File: src/rtl/rotor_stepper.sv
// Three-rotor odometer stepper: advances rotor offsets on each accepted key and emits a registered encipher request.
// Optional macro ROTOR_STEPPER_DOUBLE_STEP_EN selects historic double-stepping of the middle rotor.
module rotor_stepper #(
  parameter int unsigned NOTCH1 = 16,
  parameter int unsigned NOTCH2 = 4
) (
  input  logic       clk,
  input  logic       reset,
  input  logic       key_valid,
  input  logic [4:0] key_in,
  input  logic       load,
  input  logic [4:0] load_pos1,
  input  logic [4:0] load_pos2,
  input  logic [4:0] load_pos3,
  output logic [4:0] rot1,
  output logic [4:0] rot2,
  output logic [4:0] rot3,
  output logic [4:0] key_out,
  output logic       out_valid
);

  localparam logic [4:0] N1 = NOTCH1[4:0];
  localparam logic [4:0] N2 = NOTCH2[4:0];

  logic [4:0] rot1_q, rot1_d;
  logic [4:0] rot2_q, rot2_d;
  logic [4:0] rot3_q, rot3_d;
  logic [4:0] key_q, key_d;
  logic       valid_q, valid_d;
  logic       accept;
  logic       step2;
  logic       step3;

  function automatic logic [4:0] inc26(input logic [4:0] v);
    return (v >= 5'd25) ? 5'd0 : v + 5'd1;
  endfunction

  function automatic logic [4:0] clamp26(input logic [4:0] v);
    return (v >= 5'd26) ? 5'd0 : v;
  endfunction

  // Handshake: no backpressure. A key is taken whenever key_valid is high with a legal
  // letter code and no load; out_valid pulses exactly one cycle later for that key only.
  assign accept = key_valid && (key_in >= 5'd1) && (key_in <= 5'd26) && !load;

  // Notch tests use pre-step values so all three rotors update together.
`ifdef ROTOR_STEPPER_DOUBLE_STEP_EN
  assign step2 = (rot1_q == N1) || (rot2_q == N2);
  assign step3 = (rot2_q == N2);
`else
  assign step2 = (rot1_q == N1);
  assign step3 = step2 && (rot2_q == N2);
`endif

  always_comb begin
    rot1_d  = rot1_q;
    rot2_d  = rot2_q;
    rot3_d  = rot3_q;
    key_d   = key_q;
    valid_d = 1'b0;
    if (load) begin
      rot1_d = clamp26(load_pos1);
      rot2_d = clamp26(load_pos2);
      rot3_d = clamp26(load_pos3);
    end else if (accept) begin
      rot1_d  = inc26(rot1_q);
      rot2_d  = step2 ? inc26(rot2_q) : rot2_q;
      rot3_d  = step3 ? inc26(rot3_q) : rot3_q;
      key_d   = key_in;
      valid_d = 1'b1;
    end
  end

  always_ff @(posedge clk) begin
    if (reset) begin
      rot1_q  <= 5'd0;
      rot2_q  <= 5'd0;
      rot3_q  <= 5'd0;
      key_q   <= 5'd0;
      valid_q <= 1'b0;
    end else begin
      rot1_q  <= rot1_d;
      rot2_q  <= rot2_d;
      rot3_q  <= rot3_d;
      key_q   <= key_d;
      valid_q <= valid_d;
    end
  end

  assign rot1      = rot1_q;
  assign rot2      = rot2_q;
  assign rot3      = rot3_q;
  assign key_out   = key_q;
  assign out_valid = valid_q;

endmodule

File: config.mk
export PLATFORM = sky130hd
export DESIGN_NAME = rotor_stepper
export DESIGN_NICKNAME = d
export VERILOG_FILES = /design/src/rtl/rotor_stepper.sv
export SDC_FILE = /design/constraint.sdc
export NUM_CORES = 1
export LEC_CHECK = 0
export BUFFER_PORTS_ARGS = -buffer_cell sky130_fd_sc_hd__buf_2
export CAP_MARGIN = 0
export CORE_MARGIN = 2
export CORE_UTILIZATION = 40
export DETAILED_ROUTE_END_ITERATION = 6
export PLACE_DENSITY = 0.64
export SLEW_MARGIN = 0
export SYNTH_ARGS = -nofsm -noshare
export SYNTH_HDL_FRONTEND = slang
export SYNTH_SLANG_ARGS = --single-unit
export TNS_END_PERCENT = 20
File: constraint.sdc
create_clock -name clk -period 1.6 [get_ports clk]
set_input_delay 0.16 -clock clk [delete_from_list [all_inputs] [get_ports clk]]
set_output_delay 0.16 -clock clk [all_outputs]
set_load 0.005 [all_outputs]
==> impl_metrics.tcl, run 1 <==
set metrics [dict create \
    finalNetCount 293 \
    crit_chain "inv_1 > ha_1 > or4_4 > a311o_1 > a21oi_2 > mux2_1" \
    cp_max_fo 2 \
    power.density_nw_per_um2 624 \
    grt_pass1_wl_um 7300 \
    cts_setup_buffers 0 \
    numCtsBuffers 3 \
    synth_top_area_share_pct 28.4 \
    power_mw 1.31 \
    setup_slack_ns -0.0253 \
    grt_max_degree 16 \
    core-area_um2 3610 \
    wl_met3_um 114 \
    htreeDepth 1 \
    highest-signal-layer "met4" \
    peakVddDrop_mv 0.336 \
    wl_met1_um 1940 \
    cp.required_ns 1.80 \
    fmax_mhz 615 \
    crit_family "compound AO/OA/AOI/OAI gates" \
    stdcell_count 308 \
    status "complete, but fails checks" \
    dr.pass1.iters 4 \
    dp.cells 304 \
    overflow 0 \
    ys.flop_type "dfxtp_1" \
    track_usage_pct 21.7 \
    synthToLayoutAreaGrowth_pct 42.2 \
    clk_path_buf_depth 2 \
    synth_area_um2 1480 \
    synth_area_leader_cell "dfxtp_1" \
    portBuffers 44 \
    start_util_pct 41.1 \
    dieHeight_um 64.9 \
    num_io_pins 45 \
    synth-edff-count 0 \
    fin_util_pct 58.5 \
    setup_viol 2 \
    max_slew_margin_pct 69.9 \
    dieArea_um2 4210 \
    ys_seq_elements 21 \
    grt_setup_unrepaired "yes" \
    syn_area_per_cell_um2 8.19 \
    grt_pass1_vias 1663 \
    cts_hold_buf 0 \
    vias 1691 \
    cpPeakStageDelay_ns 0.43 \
    period_share_pct 102 \
    wl_per_cell_um 13.8 \
    yosys-top-cells-area "dfxtp_1 (28%), nand3_1 (7.1%), ha_1 (6.8%)" \
    drt_iter0_markers 60 \
    clk_latency_ns 0.26 \
    antenna_cells 0 \
    wl_met2_um 2180 \
    wl_um 4250 \
    slowest_stage "or4_4" \
    cp_num_buf_inv 1 \
    antenna_found_initial 0 \
    cts_root_buffer "clkbuf_8" \
    drc 0 \
    finalHoldViolCount 0 \
    place_congestion 0.889 \
    yosysSeqAreaShare_pct 28.4 \
    detailed_place_hpwl_um 3380 \
    die_w_um 64.9 \
    fillCellCount 362 \
    viasPerCell 5.49 \
    hold_path.class "input pin to flop" \
    netlist_instances 181 \
    yosysWarningCount 0 \
    power.leakage_nw 0.917 \
    crit_path_start_kind "flop" \
    async_reset_ff_share_pct 0 \
    synthDistinctLibCells 45 \
    multi_input_area_um2 1020 \
    cap_violations 0 \
    synth_fp_nets 213 \
    worst_pin_slew_ns 0.449 \
    drt.antenna.violating_nets 0 \
    critPathCaptureType "flop" \
    clk_pin_slew_ns 0.08 \
    rows 22 \
    clkSinkCount 21 \
    seq_area_um2 423 \
    violations "setup timing" \
    cts_tree "done" \
    drive_above_1_share_pct 40.0 \
    crit_arrival_ns 1.83 \
    drv_slew 0 \
    skew_ns 0.00201 \
    critPathKind "flop to flop" \
    finalCriticalPeriod_ns 1.63 \
]
==> state kept, by name, indices dropped and copies added (netlist names) <==
name and cells:
rot1 5, out_valid 1, rot3 5, rot2 5, key_out 5
==> routing by layer <==
| metal | global-route usage, % | up-vias |
|---|---|---|
| li1 | - | 878 |
| met1 | 27.3 | 778 |
| met2 | 39.4 | 33 |
| met3 | 2.26 | 2 |
| met4 | 4.79 | 0 |
| met5 | 0 | - |
==> repair_timing <==
action                     in CTS  in global routing
resized for setup               2                  4
hold endpoints to repair        0                  0
pin swaps                       1                  4
setup endpoints to repair       4                  7
==> worst paths after layout <==
path / end / slack (ns) / from / depth (start not counted)
setup reg to reg: rot3[1] / -0.03 / rot3[1] / 6
hold / removal: rot2[0] / 0.13 / load_pos2[0] / 3
setup / recovery: rot3[1] / -0.03 / rot3[1] / 6
hold reg to reg: key_out[3] / 0.48 / key_out[3] / 2
==> layout by cell type (no fill, tap or decap), types with 3 or more instances in the layout <==
master and count:
a31oi_1 7, nor3_1 4, buf_4 40, nand3b_1 4, o311ai_0 4, dfxtp_1 19
nand2_1 7, o211ai_1 9, clkbuf_8 3, a21oi_1 7, nand4_1 6, nor4b_1 3
nor2_1 11, ha_1 8, o21ai_0 12, and3_1 4, inv_1 6, buf_2 44
nand3_1 21
==> layout make-up <==
| class | instances | share of cell area [%] |
|---|---|---|
| multi-input cells | 144 | 48.2 |
| repair buffers | 85 | 25.6 |
| flip-flops and latches | 21 | 20.1 |
| well taps | 48 | 2.85 |
| clock buffers | 3 | 1.96 |
| inverters | 6 | 1.07 |
| clock inverters | 1 | 0.237 |
==> stage by stage <==
| stage | setup slack, ns | area (um^2) | hold slack (ns) | setup TNS (ns) |
|---|---|---|---|---|
| after floorplan | -0.0449 | 1490 | 0.293 | -0.0648 |
| after global placement | -0.116 | 2040 | 0.401 | -0.639 |
| after detailed placement | -0.132 | 2040 | 0.406 | -0.774 |
| after CTS | -0.0458 | 2090 | 0.131 | -0.0924 |
| after global routing | -0.120 | 2110 | 0.159 | -0.664 |
| final | -0.0253 | 2110 | 0.135 | -0.0262 |
==> power breakdown <==
part | switching, mW | internal (mW) | leakage (nW)
combinational | 0.195 | 0.189 | 0.718
sequential | 0.0208 | 0.553 | 0.173
clock | 0.184 | 0.174 | 0.0255
total | 0.399 | 0.916 | 0.917
==> kinds of logic after synthesis <==
group / share of synthesized area (%)
simple gates: 30.2
compound gates: 28.8
flops: 28.4
buf+inv: 4.47
fa+ha+maj: 6.75
mux: 1.43
==> Yosys cell counts (2+ instances only) <==
| master | number |
|---|---|
| or3_1 | 2 |
| o211ai_1 | 9 |
| nand3b_1 | 4 |
| nor4b_1 | 4 |
| dfxtp_1 | 21 |
| a31oi_1 | 7 |
| or4_1 | 2 |
| o21ai_0 | 12 |
| a32oi_1 | 2 |
| nor3_1 | 4 |
| inv_1 | 6 |
| ha_1 | 8 |
| a21oi_1 | 8 |
| nand3_1 | 21 |
| and3_1 | 4 |
| nor4_1 | 2 |
| nand2_1 | 7 |
| or2_2 | 2 |
| a311o_1 | 2 |
| nor2_1 | 11 |
| o311ai_0 | 5 |
| buf_2 | 2 |
| clkbuf_1 | 7 |
| and4bb_2 | 2 |
| o32ai_1 | 2 |
| nand4_1 | 6 |
==> worst reg2reg max path: stages (launching register included) <==
cell and delay, ns:
dfxtp_2 0.33, inv_1 0.05, ha_1 0.19, or4_4 0.43
a311o_1 0.34, a21oi_2 0.12, mux2_1 0.13
No activity file was read; power rests on OpenSTA's default activity.
==> run 2: changes to the inputs <==
==> constraint.sdc (replaced) <==
create_clock -name clk -period 1.6 [get_ports clk]
set_input_delay 0.32 -clock clk [delete_from_list [all_inputs] [get_ports clk]]
set_output_delay 0.32 -clock clk [all_outputs]
set_load 0.005 [all_outputs]
==> run 2 against run 1 <==
The run still ends with setup timing left. Die area did not move. Sequential power about the same. Wire length up 8.5%. Final cell count unchanged. Maximum frequency decreased by 0.33%. Largest cell class unchanged. Largest power group unchanged.
==> impl_metrics.tcl, run 2 (synthesis results as in run 1) <==
set metrics [dict create \
    cp_max_fo 4 \
    finalNetCount 293 \
    drive_above_1_share_pct 45.4 \
    finalHoldViolCount 0 \
    crit_chain "buf_4 > or4_4 > buf_6 > nand3_1 > a31oi_1 > o32ai_2" \
    antenna_cells 0 \
    stdcell_count 308 \
    rows 22 \
    grt_pass1_wl_um 7560 \
    detailed_place_hpwl_um 3470 \
    dieArea_um2 4210 \
    core-area_um2 3610 \
    hold_path.class "input pin to flop" \
    track_usage_pct 22.5 \
    dr.pass1.iters 4 \
    worst_pin_slew_ns 0.483 \
    drv_slew 0 \
    setup_slack_ns -0.0307 \
    htreeDepth 1 \
    regToRegSetupSlack_ns -0.03 \
    cts_hold_buf 0 \
    setup_viol 2 \
    wl_um 4610 \
    drc 0 \
    overflow 0 \
    clkSinkCount 21 \
    cpPeakStageDelay_ns 0.52 \
    violations "setup timing" \
    mostFrequentLayoutCells "buf_2 (44), buf_4 (39), nand3_1 (21)" \
    cts_tree "done" \
    status "complete, but fails checks" \
    fillCellCount 342 \
    place_ws_ns -0.301 \
    start_util_pct 41.1 \
    crit_arrival_ns 1.81 \
    fin_hold_ws_ns 0.294 \
    place_congestion 0.924 \
    antenna_found_initial 0 \
    period_share_pct 102 \
    dp.cells 303 \
    max_slew_margin_pct 67.6 \
    min_path_cells 3 \
    grt_pass1_vias 1687 \
    layout_commonest_cell "buf_2" \
    stdcell_area_um2 2180 \
    placed_cell_area_um2 2020 \
    viasPerCell 5.77 \
    drt_iter0_markers 153 \
    critPathKind "flop to flop" \
    cts_root_buffer "clkbuf_8" \
    crit_path_start_kind "flop" \
    grt_setup_unrepaired "yes" \
    power.leakage_nw 0.931 \
    slowest_stage "or4_4" \
    drt.antenna.violating_nets 0 \
    die_w_um 64.9 \
    grt_max_degree 16 \
    critPathCaptureType "flop" \
    cp.required_ns 1.77 \
    wl_per_cell_um 15.0 \
    reg2regPathDepth 6 \
    numCtsBuffers 3 \
    skew_ns 0.0100 \
    synthToLayoutAreaGrowth_pct 46.9 \
    peakVddDrop_mv 0.541 \
    cap_violations 0 \
    power.density_nw_per_um2 623 \
    clk_path_buf_depth 2 \
    vias 1776 \
    clk_pin_slew_ns 0.08 \
    dieHeight_um 64.9 \
    finalCriticalPeriod_ns 1.63 \
    clk_latency_ns 0.27 \
    num_io_pins 45 \
    portBuffers 44 \
    fmax_mhz 613 \
]
-- run 2: area by class of cell --
| type | count | area, um^2 | area share [%] |
|---|---|---|---|
| Sequential cell | 21 | 425 | 19.5 |
| Tap cell | 48 | 60.1 | 2.76 |
| Clock buffer | 4 | 45.0 | 2.07 |
| Multi-Input combinational cell | 144 | 1090 | 50.0 |
| Timing Repair Buffer | 85 | 536 | 24.6 |
| Inverter | 6 | 22.5 | 1.03 |
-- run 2: repair_timing --
item	in CTS	in global routing
cloned	0	0
setup buffers	0	1
gates resized for setup	8	24
setup endpoints to repair	8	16
pin swaps	4	9
-- run 2: where the power goes --
group	total [mW]	switching, mW	internal [mW]	leakage (nW)
clock	0.363	0.185	0.178	0.0228
combinational	0.417	0.214	0.203	0.734
sequential	0.577	0.0228	0.554	0.174
total	1.36	0.422	0.935	0.931
-- run 2: per-stage QoR --
stage / power [mW] / utilization (%) / TNS, ns
floorplan: 0.757 / - / -0.462
global placement: 0.950 / 56.0 / -4.06
detailed placement: 0.954 / 56.0 / -4.41
CTS: 1.32 / 57.9 / -0.0455
global route: 1.42 / 60.4 / -0.573
finish: 1.36 / 60.4 / -0.0503
-- run 2: worst max-delay path: cells and delay by family, from the launching register on --
| kind | cells | cell delay, ns |
|---|---|---|
| AND/OR/NAND/NOR | 2 | 0.59 |
| AO/OA/AOI/OAI | 2 | 0.36 |
| buffers and inverters | 2 | 0.28 |
| flip-flops | 1 | 0.32 |
-- run 2: path summary, 6_finish.rpt --
check | from | endpoint
setup reg to reg | rot3[1] | rot3[2]
hold / removal | load_pos2[0] | rot2[0]
setup / recovery | rot3[1] | rot3[2]
hold reg to reg | key_out[3] | key_out[3]
-- run 2: layer usage --
layer  share of wire, %  up-vias  track usage [%]
met5                  0        -                0
li1                   -      879                -
met4                1.5        0             5.85
met3                4.4       10             3.99
met1                 44      823             28.3
met2                 50       64             39.3
==> run 3: changes to the inputs <==
CORE_UTILIZATION = 48   (was 40)
CTS_BUF_LIST = sky130_fd_sc_hd__clkbuf_4   (was not set)
PLACE_DENSITY = 0.75   (was 0.64)
==> run 3 against run 2 <==
Non-clock buffer count is 5 higher. Flip-flop and latch count did not move. Die area decreased by 16%. Sequential share of layout area is 0.40 points higher. Critical path type unchanged. Final cell count shrank 3.2%. Maximum frequency up 1.3%. Combinational power down 1%. Largest power group unchanged. Global-route usage up 3.7 points. The run still ends with setup timing left. Total power decreased by 7.7%. Clock skew fell by 0.0045 ns. Via count is 2.2% higher.
==> impl_metrics.tcl, run 3 (synthesis results as in run 1) <==
set metrics [dict create \
    placed_cell_area_um2 2020 \
    rows 20 \
    clk_path_buf_depth 2 \
    wl_um 4440 \
    regToRegSetupSlack_ns -0.01 \
    portBuffers 44 \
    worst_pin_slew_ns 0.468 \
    hold_path.class "input pin to flop" \
    clk_pin_slew_ns 0.12 \
    violations "setup timing" \
    fmax_mhz 621 \
    dieArea_um2 3550 \
    place_ws_ns -0.306 \
    cp_max_fo 3 \
    reg2regPathDepth 7 \
    track_usage_pct 26.2 \
    drc 0 \
    wl_per_cell_um 14.9 \
    detailed_place_hpwl_um 3400 \
    vias 1815 \
    place_congestion 0.899 \
    grt_max_degree 16 \
    cts_root_buffer "clkbuf_4" \
    dp.cells 291 \
    numCtsBuffers 3 \
    multi_input_area_um2 1050 \
    grt_pass1_wl_um 7200 \
    r2r-start "rot3[1]" \
    fin_hold_ws_ns 0.251 \
    setup_slack_ns -0.0100 \
    power_mw 1.25 \
    viasPerCell 6.09 \
    antenna_found_initial 0 \
    cts_hold_buf 0 \
    die_w_um 59.6 \
    min_path_cells 3 \
    layout_commonest_cell "buf_4" \
    dr.pass1.iters 4 \
    overflow 0 \
    synthToLayoutAreaGrowth_pct 44.4 \
    critPathKind "flop to flop" \
    drive_above_1_share_pct 45.7 \
    antenna_cells 0 \
    fillCellCount 236 \
    grt_pass1_vias 1712 \
    num_io_pins 45 \
    clk_latency_ns 0.31 \
    drv_slew 0 \
    mostFrequentLayoutCells "buf_4 (45), buf_2 (44), nand3_1 (21)" \
    dieHeight_um 59.6 \
    seq_area_um2 427 \
    crit_arrival_ns 1.86 \
    r2r-end "rot3[4]" \
    period_share_pct 101 \
    status "complete, but fails checks" \
    crit_path_start_kind "flop" \
    clkSinkCount 21 \
    drt_iter0_markers 95 \
    finalNetCount 298 \
    htreeDepth 1 \
    setup_viol 2 \
    cts_tree "done" \
    cap_violations 0 \
    critPathCaptureType "flop" \
    max_slew_margin_pct 68.7 \
    stdcell_area_um2 2140 \
    drt.antenna.violating_nets 0 \
    core-area_um2 3000 \
    start_util_pct 49.4 \
    skew_ns 0.00554 \
    hold_path.startpoint "load_pos2[0]" \
    peakVddDrop_mv 0.382 \
    power.leakage_nw 0.935 \
    finalCriticalPeriod_ns 1.61 \
    cp.required_ns 1.85 \
    finalHoldViolCount 0 \
    hold_path_end "rot2[0]" \
    grt_setup_unrepaired "yes" \
    power.density_nw_per_um2 585 \
    stdcell_count 298 \
]
-- run 3: worst max path at each step --
| stage | start | endpoint | slack [ns] | cells past startpoint |
|---|---|---|---|---|
| 4_1_cts | rot2[1] | rot2[1] | -0.02 | 6 |
| 3_3_place_gp | key_in[1] | rot3[1] | -0.26 | 5 |
| 3_5_place_dp | key_in[1] | rot1[0] | -0.31 | 5 |
| 2_1_floorplan | key_in[1] | rot3[1] | -0.20 | 4 |
| 6_report | rot3[1] | rot3[4] | -0.01 | 7 |
| 5_1_grt | rot1[1] | rot3[3] | -0.09 | 6 |
-- run 3: worst max-delay path: stages (launching register included) --
cell and delay (ns):
dfxtp_2 0.35, inv_1 0.05, ha_2 0.17, or4_4 0.43, buf_6 0.14, a31oi_2 0.18
o311ai_1 0.12, nand3_1 0.12
-- run 3: cell type report --
class                   count  share of cell area, %
clock inverters             1                  0.234
clock buffers               3                   1.05
well taps                  33                   1.93
inverters                   6                   1.05
flip-flops and latches     21                   19.9
multi-input cells         144                   49.2
repair buffers             90                   26.6
-- run 3: layer usage --
| layer | share of wire (%) | global-route usage [%] | vias to the layer above |
|---|---|---|---|
| li1 | - | - | 888 |
| met1 | 42 | 29.7 | 835 |
| met2 | 50 | 47.6 | 80 |
| met3 | 5.7 | 3.71 | 12 |
| met4 | 1.9 | 12.4 | 0 |
| met5 | 0 | 0 | - |
-- run 3: per-stage QoR --
step / setup TNS (ns) / utilization [%]
2_1_floorplan: -0.462 / -
3_3_place_gp: -3.65 / 67.4
3_5_place_dp: -4.45 / 67.4
4_1_cts: -0.0758 / 69.8
5_1_grt: -0.400 / 71.3
6_report: -0.0116 / 71.3
-- run 3: power by group --
part / switching, mW / internal [mW] / leakage (nW)
combinational: 0.210 / 0.204 / 0.743
sequential: 0.0217 / 0.555 / 0.174
clock: 0.169 / 0.0933 / 0.0177
total: 0.400 / 0.852 / 0.935
-- run 3: repair_timing --
action                                  CTS  global route
pin swaps                                 7             6
endpoints found under the setup margin    6            11
gates cloned                              0             0
setup buffers                             2             1
gates resized for setup                  10            14
hold endpoints to repair                  0             0
